### src/rtl/alu_decode_stage.sv
// RV32I decode stage: decodes an instruction into ALU control, buffers it in an in-order FIFO.
// Optional build macro ALU_DEC_ILLEGAL_EN flags undefined encodings on the illegal output.

`ifndef ADD
`define ADD            4'd0
`endif
`ifndef SUBTRACT
`define SUBTRACT       4'd1
`endif
`ifndef ALU_AND
`define ALU_AND        4'd2
`endif
`ifndef ALU_OR
`define ALU_OR         4'd3
`endif
`ifndef ALU_XOR
`define ALU_XOR        4'd4
`endif
`ifndef ALU_SLTI_CMP
`define ALU_SLTI_CMP   4'd5
`endif
`ifndef ALU_SLTIU_CMP
`define ALU_SLTIU_CMP  4'd6
`endif
`ifndef ALU_SLL
`define ALU_SLL        4'd7
`endif
`ifndef ALU_SRL
`define ALU_SRL        4'd8
`endif
`ifndef ALU_SRA
`define ALU_SRA        4'd9
`endif

module alu_decode_stage #(
   parameter int FIFO_DEPTH = 2
) (
   input  logic        clk,
   input  logic        rst_n,
   input  logic        flush,
   input  logic        in_valid,
   output logic        in_ready,
   input  logic [31:0] instr,
   output logic        out_valid,
   input  logic        out_ready,
   output logic [3:0]  alu_ctrl,
   output logic        alu_src,
   output logic [31:0] imm,
   output logic [4:0]  rs1,
   output logic [4:0]  rs2,
   output logic [4:0]  rd,
   output logic        reg_write,
   output logic        illegal
);

   localparam int PW = (FIFO_DEPTH > 1) ? $clog2(FIFO_DEPTH) : 1;
   localparam int CW = $clog2(FIFO_DEPTH) + 1;

   localparam logic [6:0] OPC_OP     = 7'b0110011;
   localparam logic [6:0] OPC_OP_IMM = 7'b0010011;
   localparam logic [6:0] OPC_LOAD   = 7'b0000011;
   localparam logic [6:0] OPC_STORE  = 7'b0100011;
   localparam logic [6:0] OPC_BRANCH = 7'b1100011;

   typedef struct packed {
      logic [3:0]  alu_ctrl;
      logic        alu_src;
      logic [31:0] imm;
      logic [4:0]  rs1;
      logic [4:0]  rs2;
      logic [4:0]  rd;
      logic        reg_write;
      logic        illegal;
   } entry_t;

   // ---------------------------------------------------------------- decode
   logic [6:0]  opcode;
   logic [2:0]  funct3;
   logic [6:0]  funct7;
   logic [31:0] imm_i;
   logic [31:0] imm_s;
   logic [31:0] imm_b;
   logic        f7_ok;
   logic        undef;
   logic [3:0]  dec_ctrl;
   logic        dec_src;
   logic [31:0] dec_imm;
   logic        dec_write;
   entry_t      dec;

   assign opcode = instr[6:0];
   assign funct3 = instr[14:12];
   assign funct7 = instr[31:25];
   assign f7_ok  = (funct7 == 7'b0000000) || (funct7 == 7'b0100000);

   assign imm_i = {{20{instr[31]}}, instr[31:20]};
   assign imm_s = {{20{instr[31]}}, instr[31:25], instr[11:7]};
   assign imm_b = {{19{instr[31]}}, instr[31], instr[7], instr[30:25], instr[11:8], 1'b0};

   // Shared funct3 map for OP and OP-IMM; alt selects SUB/SRA where applicable.
   function automatic logic [3:0] f3_alu(input logic [2:0] f3, input logic alt_sub, input logic alt_sra);
      logic [3:0] code;
      case (f3)
         3'b000:  code = alt_sub ? `SUBTRACT : `ADD;
         3'b001:  code = `ALU_SLL;
         3'b010:  code = `ALU_SLTI_CMP;
         3'b011:  code = `ALU_SLTIU_CMP;
         3'b100:  code = `ALU_XOR;
         3'b101:  code = alt_sra ? `ALU_SRA : `ALU_SRL;
         3'b110:  code = `ALU_OR;
         default: code = `ALU_AND;
      endcase
      return code;
   endfunction

   always_comb begin
      dec_ctrl  = `ADD;
      dec_src   = 1'b0;
      dec_imm   = 32'd0;
      dec_write = 1'b0;
      undef     = 1'b0;
      case (opcode)
         OPC_OP: begin
            dec_ctrl  = f3_alu(funct3, funct7[5], funct7[5]);
            dec_write = 1'b1;
            undef     = !f7_ok;
         end
         OPC_OP_IMM: begin
            dec_ctrl  = f3_alu(funct3, 1'b0, funct7[5]);
            dec_src   = 1'b1;
            dec_imm   = imm_i;
            dec_write = 1'b1;
            undef     = ((funct3 == 3'b001) || (funct3 == 3'b101)) && !f7_ok;
         end
         OPC_LOAD: begin
            dec_src   = 1'b1;
            dec_imm   = imm_i;
            dec_write = 1'b1;
         end
         OPC_STORE: begin
            dec_src   = 1'b1;
            dec_imm   = imm_s;
         end
         OPC_BRANCH: begin
            dec_imm = imm_b;
            case (funct3)
               3'b000, 3'b001: dec_ctrl = `SUBTRACT;
               3'b100, 3'b101: dec_ctrl = `ALU_SLTI_CMP;
               3'b110, 3'b111: dec_ctrl = `ALU_SLTIU_CMP;
               default:        undef    = 1'b1;
            endcase
         end
         default: undef = 1'b1;
      endcase
      // Undefined encodings become an inert ADD that writes nothing.
      if (undef) begin
         dec_ctrl  = `ADD;
         dec_src   = 1'b0;
         dec_imm   = 32'd0;
         dec_write = 1'b0;
      end
   end

   always_comb begin
      dec.alu_ctrl  = dec_ctrl;
      dec.alu_src   = dec_src;
      dec.imm       = dec_imm;
      dec.rs1       = instr[19:15];
      dec.rs2       = instr[24:20];
      dec.rd        = instr[11:7];
      dec.reg_write = dec_write;
`ifdef ALU_DEC_ILLEGAL_EN
      dec.illegal   = undef;
`else
      dec.illegal   = 1'b0;
`endif
   end

   // ---------------------------------------------------------------- fifo
   entry_t          mem [FIFO_DEPTH];
   logic [PW-1:0]   wr_ptr;
   logic [PW-1:0]   rd_ptr;
   logic [CW-1:0]   count;
   logic            push;
   logic            pop;
   entry_t          head;

   assign in_ready  = (count != CW'(FIFO_DEPTH));
   assign out_valid = (count != '0);
   assign push      = in_valid & in_ready & ~flush;
   assign pop       = out_valid & out_ready & ~flush;

   always_ff @(posedge clk or negedge rst_n) begin
      if (!rst_n) begin
         for (int i = 0; i < FIFO_DEPTH; i++) mem[i] <= '0;
      end else if (push) begin
         mem[wr_ptr] <= dec;
      end
   end

   // Pointers wrap naturally because FIFO_DEPTH is a power of two.
   always_ff @(posedge clk or negedge rst_n) begin
      if (!rst_n) begin
         wr_ptr <= '0;
         rd_ptr <= '0;
         count  <= '0;
      end else if (flush) begin
         wr_ptr <= '0;
         rd_ptr <= '0;
         count  <= '0;
      end else begin
         if (push) wr_ptr <= wr_ptr + PW'(1);
         if (pop)  rd_ptr <= rd_ptr + PW'(1);
         case ({push, pop})
            2'b10:   count <= count + CW'(1);
            2'b01:   count <= count - CW'(1);
            default: count <= count;
         endcase
      end
   end

   assign head      = mem[rd_ptr];
   assign alu_ctrl  = head.alu_ctrl;
   assign alu_src   = head.alu_src;
   assign imm       = head.imm;
   assign rs1       = head.rs1;
   assign rs2       = head.rs2;
   assign rd        = head.rd;
   assign reg_write = head.reg_write;
   assign illegal   = head.illegal;

endmodule

### config.mk
export PLATFORM = sky130hd
export DESIGN_NAME = alu_decode_stage
export DESIGN_NICKNAME = d
export VERILOG_FILES = /design/src/rtl/alu_decode_stage.sv
export SDC_FILE = /design/constraint.sdc
export NUM_CORES = 1
export LEC_CHECK = 0
export CAP_MARGIN = 20
export CORE_MARGIN = 1.5
export CORE_UTILIZATION = 40
export CTS_CLUSTER_SIZE = 30
export DETAILED_ROUTE_END_ITERATION = 7
export PLACE_DENSITY = 0.74
export SLEW_MARGIN = 20
export SYNTH_ARGS = -nofsm -noshare
export SYNTH_HDL_FRONTEND = slang
export SYNTH_SLANG_ARGS = --single-unit
### constraint.sdc
create_clock -name clk -period 2.44 [get_ports clk]
set_input_delay 0.366 -clock clk [delete_from_list [all_inputs] [get_ports clk]]
set_output_delay 0.366 -clock clk [all_outputs]
set_load 0.01 [all_outputs]
==> metrics.sh <==
SETUP.WORST_PATH.CLASS='reg -> out'
CTS-RESIZED-GATES=0
MAX_SLEW.WORST_PIN.SLEW_NS=0.8956
CRITICAL_PATH_REQUIRED_NS=2.07
FINALWIRELENGTH_UM=8492
CTS_BUFFER_COUNT=9
GRT_USE_MET2=0.3024
WIRE_PER_INST_UM=15.52
LEAKAGEPOWER_nW=2.083
FINAL_PERIOD_MINUS_WORST_SETUP_SLACK_NS=2.319
MAXSLEWVIOLCOUNT=0
HOLD_VIOLATIONS=0
DP_SLACK_NS=-0.03917
POST-DP-HPWL_UM=6036
RUN_STATUS='complete, no violations'
GRT_START_MAX_NET_PINS=48
FLOORPLAN.IO_PINS=93
MAX_CAP_VIOLATION_COUNT=0
CHIPHEIGHT_UM=99.06
DIEAREA_UM2=9813
DIODES=0
UTILIZATION=0.5499
SYN_AREA_PER_CELL_UM2=10.28
CLKTRANSATPATHREGS_NS=0.08
POSTSYNTHNETCOUNT=396
AREA_GROWTH_PCT=31.83
MULTI_INPUT_AREA_UM2=1658
NETS=472
VIAS_IN_THE_FIRST_GLOBAL_ROUTE=2918
H-TREE-DEPTH=3
CORE-AREA_UM2=8848
WORST_SLEW_MARGIN_REL=0.4030
DRTANTENNAVIOLNETS=0
INITIALDRTVIOLATIONCOUNT=150
FMAXACHIEVABLE_GHz=0.4312
YS_ASYNC_SR_FRACTION=1.000
RSZ0062_AT_GRT='false'
FINALWORSTSETUPSLACK_NS=0.1206
YOSYSSEQAREASHARE=0.4881
REGISTER_AREA_UM2=1802
CLOCK-ROOT-BUFFER='clkbuf_8'
TIMING.HOLD.WORST.CLASS='in -> async'
NETLIST_AREA_UM2=3691
SYNTH-SEQ-CELLS=72
YOSYSUNIQUECELLTYPES=41
POSTSYNTHCELLCOUNT=359
GLOBALROUTETOTALUTIL=0.1870
POWER-PER-CELL-AREA_nW_PER_UM2=657.9
FINAL_MIN_PERIOD_OVER_CLOCK_PERIOD=0.9506
PROPORTION_OF_LAYOUT_CELLS_WITH_A_DRIVE_SUFFIX_ABOVE_1=0.2301
CTS_HOLD_BUFFERS=0
CTS-ROOT-TO-SINK-BUFFERS=2
CLOCK_LATENCY_ON_THE_WORST_SKEW_PAIR_NS=0.35
DRC=0
TRITONCTS_CLOCK_TREE='yes'
YS.FLOP_TYPE='dfrtp_1'
WORSTSETUPENDPOINTTYPE='output port'
CTS_POST_SETUP_BUFFERS_INSERTED=0
DETAILROUTE.VIA_COUNT=2800
SYNTHESIS.YOSYS.WARNINGS=0
FINALSETUPVIOLATIONS=0
ANTENNA_FOUND_INITIAL=0
GLOBAL_ROUTE.OVERFLOW_TOTAL=0
POWER.IR.VDD_WORST_uV=294.6
FLOORPLAN.INITIALDENSITY=0.4171
ROWS=34
GRT.BUSIEST_LAYER='met2'
CRIT_FANOUT=20
BUFFER_PORTS.INSERTED=91
WIRE_LENGTH_OF_THE_FIRST_GLOBAL_ROUTING_PASS_UM=14460
DIE_WIDTH_UM=99.06
FINAL.FILL_COUNT=773
CTS_SINK_CNT=72
MEAN_NUMBER_OF_VIAS_PER_CELL=5.119
MET1_DEMAND_TO_CAPACITY_SHARE_IN_GLOBAL_ROUTING=0.2572
FINAL.SETUP_SKEW_NS=0.009995
REG2REG_SLACK_NS=0.70
DR.PASS1.ITERS=4
GP_CONGESTION=0.8695
GRTUSAGEMET3=0.02340
SYNTH_ENABLE_FLOP_CELLS=0
WORST_SETUP_PATH_START_KIND='flip-flop'
CRIT_PATH_ARRIVAL_TIME_NS=1.95
[report_power, final]
part / total (W) / switching [W] / internal (W)
Combinational: 0.000670 / 0.000298 / 0.000372
Clock: 0.00112 / 0.000446 / 0.000672
Sequential: 0.00141 / 0.0000744 / 0.00134
Total: 0.00320 / 0.000818 / 0.00238
[synthesized netlist by cell type (all sizes together), types with 3 or more instances]
| cell type | n | area (um2) |
|---|---|---|
| nand2 | 96 | 360.4 |
| clkbuf | 12 | 46.29 |
| a22oi | 4 | 30.03 |
| o21ai | 26 | 130.1 |
| nand3b | 3 | 22.52 |
| dfrtp | 72 | 1802 |
| a21oi | 5 | 28.78 |
| nor2 | 8 | 30.03 |
| a31oi | 3 | 18.77 |
| o31ai | 14 | 155.2 |
| buf | 29 | 197.7 |
| mux2 | 49 | 551.8 |
| nor2b | 6 | 37.54 |
| nand3 | 3 | 15.01 |
| or2 | 3 | 18.77 |
[sequential cells by signal, indices dropped and copies added (netlist names)]
register	cells
mem	68
count	2
rd_ptr	1
wr_ptr	1
[cells by family (layout without fill, tap and decap cells)]
group                     after synthesis  in the layout  synth area share
other                                   1              1          0.001016
AOI/OAI and AO/OA                      61             61            0.1275
muxes                                  50             50            0.1522
buffers and inverters                  43            123           0.06813
and+or+nand+nor                       129            129            0.1559
xor gates and xnor gates                3              3          0.007120
DFF                                    72             72            0.4881
[final cells by class]
| class | instances | area share |
|---|---|---|
| clock buffer | 9 | 0.02546 |
| clock inverter | 6 | 0.02237 |
| inverter | 2 | 0.001543 |
| multi-input combinational | 244 | 0.3407 |
| sequential | 72 | 0.3703 |
| tap | 108 | 0.02777 |
| timing repair buffer | 106 | 0.2119 |
[placed cells by master (no fill, tap or decap), types with 2 or more instances in the layout]
cell,synthesis,final
a2bb2oi_1,2,2
o21ai_0,26,26
a21oi_1,4,4
o311ai_2,2,2
o31ai_2,10,10
clkinv_2,0,2
inv_1,2,2
buf_4,20,14
nand3_1,3,3
a31oi_1,3,3
nor2b_1,6,6
a22oi_1,4,4
xor2_1,2,2
o31ai_1,4,4
nor2_1,8,8
nand3b_1,3,3
mux2_2,49,49
or2_2,3,3
dfrtp_1,72,72
bufinv_16,0,3
clkbuf_8,0,9
nand2_1,96,96
nand2b_1,2,2
clkdlybuf4s50_1,0,90
[critical path, cell delays in order, from the launching register on]
cell	delay [ns]
dfrtp_1	0.38
buf_4	0.20
mux2_2	0.42
clkdlybuf4s50_1	0.60
[worst paths after layout]
kind	start	end	cells after the start
max reg2reg	count[0]$_DFFE_PN0P_	mem[6]$_DFFE_PN0P_	4
max in group asynchronous	rst_n	mem[74]$_DFFE_PN0P_	2
max	rd_ptr$_DFFE_PN0P_	imm[23]	3
min reg2reg	mem[78]$_DFFE_PN0P_	mem[78]$_DFFE_PN0P_	2
min in group clk	mem[78]$_DFFE_PN0P_	mem[78]$_DFFE_PN0P_	2
min	rst_n	mem[14]$_DFFE_PN0P_	1
[layer usage]
metal / up-vias / share of wire
met1: 1353 / 0.46
met3: 12 / 0.036
met4: 0 / 0.020
met2: 70 / 0.48
li1: 1365 / -
met5: - / 0
[per-stage QoR]
step	hold WS, ns	instances	TNS, ns	power, W	instance area [um2]
global route	0.06824	547	0	0.003353	4866
detailed placement	0.4102	532	-0.1712	0.002110	4633
floorplan	0.07041	359	0	0.001788	3691
CTS	0.03411	547	0	0.003228	4866
global placement	0.4047	532	0	0.002083	4633
finish	0.01739	547	0	0.003201	4866
Note: power is estimated with default switching activity, not from simulation.
